`src/rtl/logc_pkg.sv`:
```
// ----------------------------------------------------------------------------
// logc_pkg : widths, code-splitting helper and saturation value for log chain
// Rev 1.0
// ----------------------------------------------------------------------------
`default_nettype none

package logc_pkg;

  localparam int DATA_WIDTH  = 48;
  localparam int SHIFT_WIDTH = $clog2(DATA_WIDTH);
  localparam int FRAC_WIDTH  = DATA_WIDTH / 2;
  localparam int LOG_WIDTH   = SHIFT_WIDTH + FRAC_WIDTH + 1;

  localparam logic [DATA_WIDTH-1:0] SAT_VALUE = {DATA_WIDTH{1'b1}};

  typedef struct packed {
    logic [SHIFT_WIDTH:0]  e;
    logic [FRAC_WIDTH-1:0] f;
  } log_code_t;

  function automatic log_code_t split_log(input logic [LOG_WIDTH-1:0] code);
    log_code_t lc;
    lc.e = code[LOG_WIDTH-1:FRAC_WIDTH];
    lc.f = code[FRAC_WIDTH-1:0];
    return lc;
  endfunction

endpackage

`default_nettype wire

```
`src/rtl/antilog_shift.sv`:
```
// ----------------------------------------------------------------------------
// antilog_shift : builds the 1.f mantissa and barrel-shifts it by e-FRAC_WIDTH
// Rev 1.0
// ----------------------------------------------------------------------------
`default_nettype none

module antilog_shift #(
  parameter int DATA_WIDTH  = 48,
  parameter int SHIFT_WIDTH = $clog2(DATA_WIDTH),
  parameter int FRAC_WIDTH  = DATA_WIDTH / 2
) (
  input  logic [SHIFT_WIDTH:0]  e_in,
  input  logic [FRAC_WIDTH-1:0] f_in,
  output logic [DATA_WIDTH-1:0] lin_out
);

  localparam int IW = DATA_WIDTH + FRAC_WIDTH + 1;
  localparam logic [SHIFT_WIDTH:0] FRAC_E = (SHIFT_WIDTH + 1)'(FRAC_WIDTH);

  logic [IW-1:0] mant_w;

  // Right shifts drop the fractional bits below the binary point (floor).
  always_comb begin
    mant_w = IW'({1'b1, f_in});
    if (e_in >= FRAC_E) begin
      lin_out = DATA_WIDTH'(mant_w << (e_in - FRAC_E));
    end else begin
      lin_out = DATA_WIDTH'(mant_w >> (FRAC_E - e_in));
    end
  end

endmodule

`default_nettype wire

```
`src/rtl/antilog_calc.sv`:
```
// ----------------------------------------------------------------------------
// antilog_calc : 3-stage valid/ready pipeline converting a log2 code to linear
// Rev 1.0
// ----------------------------------------------------------------------------
`default_nettype none

module antilog_calc #(
  parameter int DATA_WIDTH  = logc_pkg::DATA_WIDTH,
  parameter int SHIFT_WIDTH = $clog2(DATA_WIDTH),
  parameter int FRAC_WIDTH  = DATA_WIDTH / 2,
  parameter int LOG_WIDTH   = SHIFT_WIDTH + FRAC_WIDTH + 1
) (
  input  logic                  clk,
  input  logic                  reset,
  input  logic                  in_valid,
  output logic                  in_ready,
  input  logic [LOG_WIDTH-1:0]  log_in,
  output logic                  out_valid,
  input  logic                  out_ready,
  output logic [DATA_WIDTH-1:0] data_out,
  output logic                  sat_out
);

  localparam logic [SHIFT_WIDTH:0]  DATA_E  = (SHIFT_WIDTH + 1)'(DATA_WIDTH);
  localparam logic [DATA_WIDTH-1:0] SAT_OUT = {DATA_WIDTH{1'b1}};

  logic                  s1_valid_q, s1_valid_d;
  logic [SHIFT_WIDTH:0]  s1_e_q, s1_e_d;
  logic [FRAC_WIDTH-1:0] s1_f_q, s1_f_d;
  logic                  s1_sat_q, s1_sat_d;
  logic                  s2_valid_q, s2_valid_d;
  logic [DATA_WIDTH-1:0] s2_lin_q, s2_lin_d;
  logic                  s2_sat_q, s2_sat_d;
  logic                  s3_valid_q, s3_valid_d;
  logic [DATA_WIDTH-1:0] s3_data_q, s3_data_d;
  logic                  s3_sat_q, s3_sat_d;

  logic                  rdy1, rdy2, rdy3;
  logic [SHIFT_WIDTH:0]  dec_e;
  logic [DATA_WIDTH-1:0] shift_lin;

  assign dec_e = log_in[LOG_WIDTH-1:FRAC_WIDTH];

  // Ready ripples back from the output so a full pipe still moves each cycle.
  assign rdy3 = !s3_valid_q || out_ready;
  assign rdy2 = !s2_valid_q || rdy3;
  assign rdy1 = !s1_valid_q || rdy2;

  assign in_ready  = rdy1;
  assign out_valid = s3_valid_q;
  assign data_out  = s3_data_q;
  assign sat_out   = s3_sat_q;

  antilog_shift #(
    .DATA_WIDTH  (DATA_WIDTH),
    .SHIFT_WIDTH (SHIFT_WIDTH),
    .FRAC_WIDTH  (FRAC_WIDTH)
  ) u_shift (
    .e_in    (s1_e_q),
    .f_in    (s1_f_q),
    .lin_out (shift_lin)
  );

  always_comb begin
    s1_valid_d = s1_valid_q;
    s1_e_d     = s1_e_q;
    s1_f_d     = s1_f_q;
    s1_sat_d   = s1_sat_q;
    s2_valid_d = s2_valid_q;
    s2_lin_d   = s2_lin_q;
    s2_sat_d   = s2_sat_q;
    s3_valid_d = s3_valid_q;
    s3_data_d  = s3_data_q;
    s3_sat_d   = s3_sat_q;

    if (rdy1) begin
      s1_valid_d = in_valid;
      if (in_valid) begin
        s1_e_d   = dec_e;
        s1_f_d   = log_in[FRAC_WIDTH-1:0];
        s1_sat_d = (dec_e >= DATA_E);
      end
    end

    if (rdy2) begin
      s2_valid_d = s1_valid_q;
      if (s1_valid_q) begin
        s2_lin_d = shift_lin;
        s2_sat_d = s1_sat_q;
      end
    end

    if (rdy3) begin
      s3_valid_d = s2_valid_q;
      if (s2_valid_q) begin
        s3_data_d = s2_sat_q ? SAT_OUT : s2_lin_q;
        s3_sat_d  = s2_sat_q;
      end
    end
  end

  always_ff @(posedge clk or negedge reset) begin
    if (!reset) begin
      s1_valid_q <= 1'b0;
      s1_e_q     <= '0;
      s1_f_q     <= '0;
      s1_sat_q   <= 1'b0;
      s2_valid_q <= 1'b0;
      s2_lin_q   <= '0;
      s2_sat_q   <= 1'b0;
      s3_valid_q <= 1'b0;
      s3_data_q  <= '0;
      s3_sat_q   <= 1'b0;
    end else begin
      s1_valid_q <= s1_valid_d;
      s1_e_q     <= s1_e_d;
      s1_f_q     <= s1_f_d;
      s1_sat_q   <= s1_sat_d;
      s2_valid_q <= s2_valid_d;
      s2_lin_q   <= s2_lin_d;
      s2_sat_q   <= s2_sat_d;
      s3_valid_q <= s3_valid_d;
      s3_data_q  <= s3_data_d;
      s3_sat_q   <= s3_sat_d;
    end
  end

endmodule

`default_nettype wire
```
`config.mk`:
```
export PLATFORM = sky130hd
export DESIGN_NAME = antilog_calc
export DESIGN_NICKNAME = d
export VERILOG_FILES = /design/src/rtl/logc_pkg.sv /design/src/rtl/antilog_shift.sv /design/src/rtl/antilog_calc.sv
export SDC_FILE = /design/constraint.sdc
export NUM_CORES = 1
export LEC_CHECK = 0
export CAP_MARGIN = 25
export CORE_AREA = 2 2 120 122
export CTS_CLUSTER_DIAMETER = 200
export DETAILED_ROUTE_END_ITERATION = 10
export DIE_AREA = 0 0 122 124
export PLACE_DENSITY = 0.86
export SKIP_CTS_REPAIR_TIMING = 1
export SYNTH_ARGS = -nofsm -noshare
export SYNTH_HDL_FRONTEND = slang
export SYNTH_SLANG_ARGS = --single-unit
```
`constraint.sdc`:
```
create_clock -name clk -period 8.1 [get_ports clk]
set_clock_uncertainty 0.2 [all_clocks]
set_input_delay 1.62 -clock clk [delete_from_list [all_inputs] [get_ports clk]]
set_output_delay 1.62 -clock clk [all_outputs]
set_load 0.01 [all_outputs]
```
# Yosys cells after proc, flatten, opt, wreduce, memory -nomap -nowiden
# Index checks and enable logic that the tools add are counted.
[totals] ff_bits=133 latch_bits=0 ramBits=0 rom_bits=0 inputBits=35 out_inout_bits=51 word_cells=27 n_memories=0
[classes] addsub=2 multipliers=0 div=0 magnitude_cmp=2 eq_ne=0 shift=2 muxes=2 bitwise_logic=0 n_reduce_logical=9
[ops] operator="48-bit 2-to-1 mux" count=2
[ops] operator="25-bit by 7-bit << shifter with 48-bit output" count=1
[ops] operator="25-bit by 7-bit >> shifter with 48-bit output" count=1
[ops] operator="7-bit by 5-bit >= comparator with 1-bit output (second input constant)" count=1
[ops] operator="7-bit by 6-bit >= comparator with 1-bit output (second input constant)" count=1
[ops] operator="5-bit by 7-bit subtractor with 7-bit output (first input constant)" count=1
[ops] operator="7-bit by 5-bit subtractor with 7-bit output (second input constant)" count=1
[ops] operator="2-bit AND reduction" count=3
[ops] operator="1-bit zero test" count=3
[ops] operator="1-bit logical OR" count=3

# Logic depth before layout (Yosys ltp)
[logic_depth] word_depth=5 depth_mapped=13 ltp_nobuf=8

# Hierarchy
# From an unflattened synthesis, not the netlist that was laid out.
[unflattened] cells_unflattened=861 hier_area_um2=8790.9
[by_module_without_submodules] module="antilog_calc" n_inst=1 cells_per_inst=402 area_per_inst_um2=5267.6 seq_area_each_um2=3328.2
[by_module_without_submodules] module="antilog_shift" n_inst=1 cells_per_inst=459 area_per_inst_um2=3523.4 seq_area_each_um2=0.0

# Worst setup path before layout
# Ideal clock, no wire load.
[synth_path] path_kind="input -> output" startpoint="input port out_ready" endpoint="output port in_ready" arrival_ps=1866 required_time_ps=6280 slack_ps=4414 path_stages=1 path_buffers=0 cell_sequence="nand4b_1"
[synth_between] elab_chain_cells=3
[synth_rtl] element="start, declared" line_no="antilog_calc.sv:19" text="input logic out_ready,"
[synth_rtl] element="1-bit logical OR" line_no="antilog_calc.sv:45" text="assign rdy3 = !s3_valid_q || out_ready;"
[synth_rtl] element="1-bit logical OR" line_no="antilog_calc.sv:46" text="assign rdy2 = !s2_valid_q || rdy3;"
[synth_rtl] element="1-bit logical OR" line_no="antilog_calc.sv:47" text="assign rdy1 = !s1_valid_q || rdy2;"
[synth_rtl] element="end, declared" line_no="antilog_calc.sv:16" text="output logic in_ready,"
# No other way between the ends.

# Final worst setup path
# Same ends and word-level chain as after synthesis.

==> metrics list <==
- Dominant cells by area after synthesis: sky130_fd_sc_hd__dfrtp_1 39%, sky130_fd_sc_hd__mux4_2 8.7%, sky130_fd_sc_hd__mux2_2 7.1%
- At the worst endpoint, the required time is 6.28 ns.
- Final Critical Period: 4.660 ns
* Area of the mapped netlist: 0.008529 mm^2
- Detailed routing placed a total of 2.032 mm of wire on met3.
* Sequential fraction of the synthesis area: 39.02%
- Sum of negative setup slack: 0 ns
* Slew Limit Fails: 0
- Final Hold Slack: 0.2715 ns
- Power, Total: 3.049 mW
* Run status: complete, no violations
- Clock latency at the later pin of the worst-skew pair: 0.43 ns
* IO Pins: 86
- Flop and latch count out of synthesis: 133
* Reg2reg path depth: 7
- Detailed route wirelength on metal2: 10.74 mm
- In the synthesized netlist the async set-or-reset flop fraction comes to 100.0%.
- Measured on the finished design, the core utilization comes to 72.17%.
* Number of distinct library cells after synthesis: 74
* Core footprint: 0.01372 mm^2
* End of the critical path: in_ready
- Final cycle utilization of the critical path: 57.53%
* Startpoint type of the worst setup path: input pin
- Post-synthesis to final-layout area growth: 16.08%
- Measured against its own limit, the worst slew margin works out to 30.17%.
* Start of the worst register-to-register path: s1_e_q[1]$_DFFE_PN0P_
* Highest signal layer in the routed design: met4
* Gate Count Post-Synth: 871
- Aggregate global-route resource usage: 32.06%
* Worst ir drop on vdd: 0.0001480 V
- In the post-synthesis netlist, the cell with the most instances is sky130_fd_sc_hd__nor2_1.
* Post-detailed-route DRC marker count: 0
- The synthesized design contains 0 enable-type register cells.
- Wire length after detailed routing: 23.05 mm
* Count of endpoints failing hold in the final timing report: 0
- Setup violations remaining at the end of the flow were counted as 0.
* Reg clk slew, reported paths: 0.06 ns
- Entering global routing, the biggest net connects 98 pins.
- Initial antenna violation count: 0
* Top post-synthesis cells by count: 135 x sky130_fd_sc_hd__nor2_1, 133 x sky130_fd_sc_hd__dfrtp_1, 79 x sky130_fd_sc_hd__a21oi_1, 76 x sky130_fd_sc_hd__nand2_1, 54 x sky130_fd_sc_hd__mux2_2
- In the final design database the tool counted 949 nets.
* GP Congestion: 0.9718
* Transition time at the pin with the least slew margin: 1.042 ns
- Detailed placement finished with a half-perimeter wire length of 16.24 mm.
* Root buffer cell: sky130_fd_sc_hd__clkbuf_16
- The floorplan has 43 rows.
- Of all nets on the critical path, the largest fanout is 3.
- Number of clock buffers inserted by TritonCTS: 17
* TritonCTS clock tree: built
- The number of nets handed over by synthesis was 909.
- First-pass detailed-route iteration total: 6
* Ant. Diodes: 0
* Die width: 122 um
- Share of the synthesized area in the top cell type: 39.02%
- Cell area power density: 308.0 mW/mm^2
- The Yosys step of the flow raised 0 warnings.
- In the routed layout, each cell is associated on average with a via count of 6.556.
- In this run, the number of DRC markers left after iteration 0 of detailed routing was 957.
- The first global-routing pass estimated 36.80 mm of wire.
- Number of levels the H-tree was split into: 4
- In the final layout, the share of cells above drive strength 1 is 16.77%.
- Setup slack on the worst reg-to-reg path comes out at 4.46 ns.
- Static timing analysis puts the maximum clock frequency at 214.6 MHz.
* Vias in the first global route: 6,654
- Remaining Overflow, GRT: 0
* Max-cap violations: 0
* Die Ht: 124 um
- Endpoint kind of the worst setup timing path: output pin
- The initial utilization of the core area, before any placement, comes to 62.17%.
* Buffers added on ports: 85
- Summed over all cells, the static leakage comes to 4.022 nW.
* Worst Hold Class: flip-flop to flip-flop
- In the final routed layout, each cell accounts on average for 20.88 um.
* Vias after detailed routing: 7,238
- Critical path class: input pin to output pin
- Averaged over all synthesized cells, the footprint is 9.793 um^2.
* Crit path arrival time: 2.84 ns
* Clock net sink count: 133
- Worst-case clock buffer depth: 2
- In this run the critical register-to-register path is captured at s2_lin_q[9]$_DFFE_PN0P_.
* Dominant synthesized flop cell: sky130_fd_sc_hd__dfrtp_1
- The most critical setup path has its startpoint at out_ready.
- Setup repair after global routing left no endpoint under its margin.
- The die covers 0.01513 mm^2.
- Routed length on met1: 9.609 mm
- Count of antenna-violating nets left after detailed routing: 0
- sky130_fd_sc_hd__dfrtp_1 takes more of the synthesized area than any other cell.
## kinds of logic after synthesis
| group | Yosys count | synth area share [%] |
|---|---|---|
| buf+inv | 82 | 5.032 |
| flops | 133 | 39.02 |
| fa+ha+maj | 3 | 0.4401 |
| xor+xnor | 7 | 1.335 |
| mux | 137 | 21.78 |
| simple gates | 272 | 13.83 |
| compound gates | 237 | 18.56 |
## cells in the final DEF, fill, tap and decap left out, types with 4 or more instances in the layout
| master | synthesis | final |
|---|---|---|
| sky130_fd_sc_hd__nor2_1 | 135 | 135 |
| sky130_fd_sc_hd__dfrtp_1 | 133 | 130 |
| sky130_fd_sc_hd__clkdlybuf4s50_1 | 0 | 84 |
| sky130_fd_sc_hd__a21oi_1 | 79 | 79 |
| sky130_fd_sc_hd__nand2_1 | 76 | 76 |
| sky130_fd_sc_hd__mux2_2 | 54 | 54 |
| sky130_fd_sc_hd__mux2i_1 | 48 | 48 |
| sky130_fd_sc_hd__mux4_2 | 33 | 33 |
| sky130_fd_sc_hd__o21ai_0 | 33 | 33 |
| sky130_fd_sc_hd__clkbuf_16 | 0 | 17 |
| sky130_fd_sc_hd__o221ai_1 | 13 | 13 |
| sky130_fd_sc_hd__nand3_1 | 12 | 12 |
| sky130_fd_sc_hd__buf_4 | 3 | 12 |
| sky130_fd_sc_hd__a31oi_1 | 11 | 11 |
| sky130_fd_sc_hd__nor3_1 | 11 | 11 |
| sky130_fd_sc_hd__a22oi_1 | 10 | 10 |
| sky130_fd_sc_hd__a221o_1 | 9 | 9 |
| sky130_fd_sc_hd__o21ai_1 | 8 | 8 |
| sky130_fd_sc_hd__nand2b_1 | 8 | 8 |
| sky130_fd_sc_hd__a211oi_1 | 7 | 7 |
| sky130_fd_sc_hd__inv_1 | 6 | 6 |
| sky130_fd_sc_hd__a2bb2oi_1 | 6 | 6 |
| sky130_fd_sc_hd__o21a_1 | 6 | 6 |
| sky130_fd_sc_hd__o22a_1 | 6 | 6 |
| sky130_fd_sc_hd__nor2b_1 | 5 | 5 |
| sky130_fd_sc_hd__a21o_1 | 5 | 5 |
| sky130_fd_sc_hd__o211ai_1 | 5 | 5 |
| sky130_fd_sc_hd__a32o_1 | 5 | 5 |
| sky130_fd_sc_hd__o22ai_1 | 4 | 4 |
| sky130_fd_sc_hd__and2_1 | 5 | 4 |
| sky130_fd_sc_hd__o32a_1 | 4 | 4 |
## layout make-up
class | count | area [um^2]
clock inverter | 14 | 173.9
sequential | 133 | 3332
fill | 1023 | 3819
clock buffer | 18 | 439.2
timing repair buffer | 96 | 930.9
multi-input combinational | 656 | 4773
inverter | 7 | 26.28
tap | 180 | 225.2
## power by group
group | total, mW | leakage (nW) | internal, mW | switching, mW
Sequential | 0.989 | 1.60 | 0.832 | 0.157
Clock | 0.808 | 0.295 | 0.495 | 0.313
Combinational | 1.25 | 2.13 | 0.569 | 0.683
## stage by stage
step,setup slack (ns),instance area (um^2),std cells
2_1_floorplan,4.414,8529,871
3_5_place_dp,3.462,9288,1072
5_1_grt,3.380,9901,1104
4_1_cts,3.457,9901,1104
6_report,3.440,9901,1104
3_3_place_gp,3.476,9288,1072
## registers in the layout (all words and copies together) (netlist names)
name and cells:
out_valid 1, s1_sat_q 1, sat_out 1, s1_f_q 24
data_out 48, s1_valid_q 1, s2_lin_q 48, s2_sat_q 1
s1_e_q 7, s2_valid_q 1
## how the worst min path moves through the flow
stage                                    start              endpoint  cells past startpoint
after detailed placement  s1_sat_q$_DFFE_PN0P_  s2_sat_q$_DFFE_PN0P_                      2
after floorplan           s1_sat_q$_DFFE_PN0P_  s2_sat_q$_DFFE_PN0P_                      2
after CTS                 s1_sat_q$_DFFE_PN0P_  s2_sat_q$_DFFE_PN0P_                      2
after global routing      s1_sat_q$_DFFE_PN0P_  s2_sat_q$_DFFE_PN0P_                      2
after global placement    s1_sat_q$_DFFE_PN0P_  s2_sat_q$_DFFE_PN0P_                      2
final                     s1_sat_q$_DFFE_PN0P_  s2_sat_q$_DFFE_PN0P_                      2
## worst max-delay path, cell delays in order
cell,delay [ns]
sky130_fd_sc_hd__clkdlybuf4s50_1,0.49
sky130_fd_sc_hd__nand4b_1,0.17
sky130_fd_sc_hd__clkdlybuf4s50_1,0.56
## routing by layer
| metal | global-route usage, % | vias to the layer above |
|---|---|---|
| li1 | - | 3285 |
| met1 | 44.69 | 3498 |
| met2 | 50.49 | 391 |
| met3 | 7.143 | 64 |
| met4 | 9.986 | 0 |
| met5 | 0 | - |
Note: power is estimated with default switching activity, not from simulation.
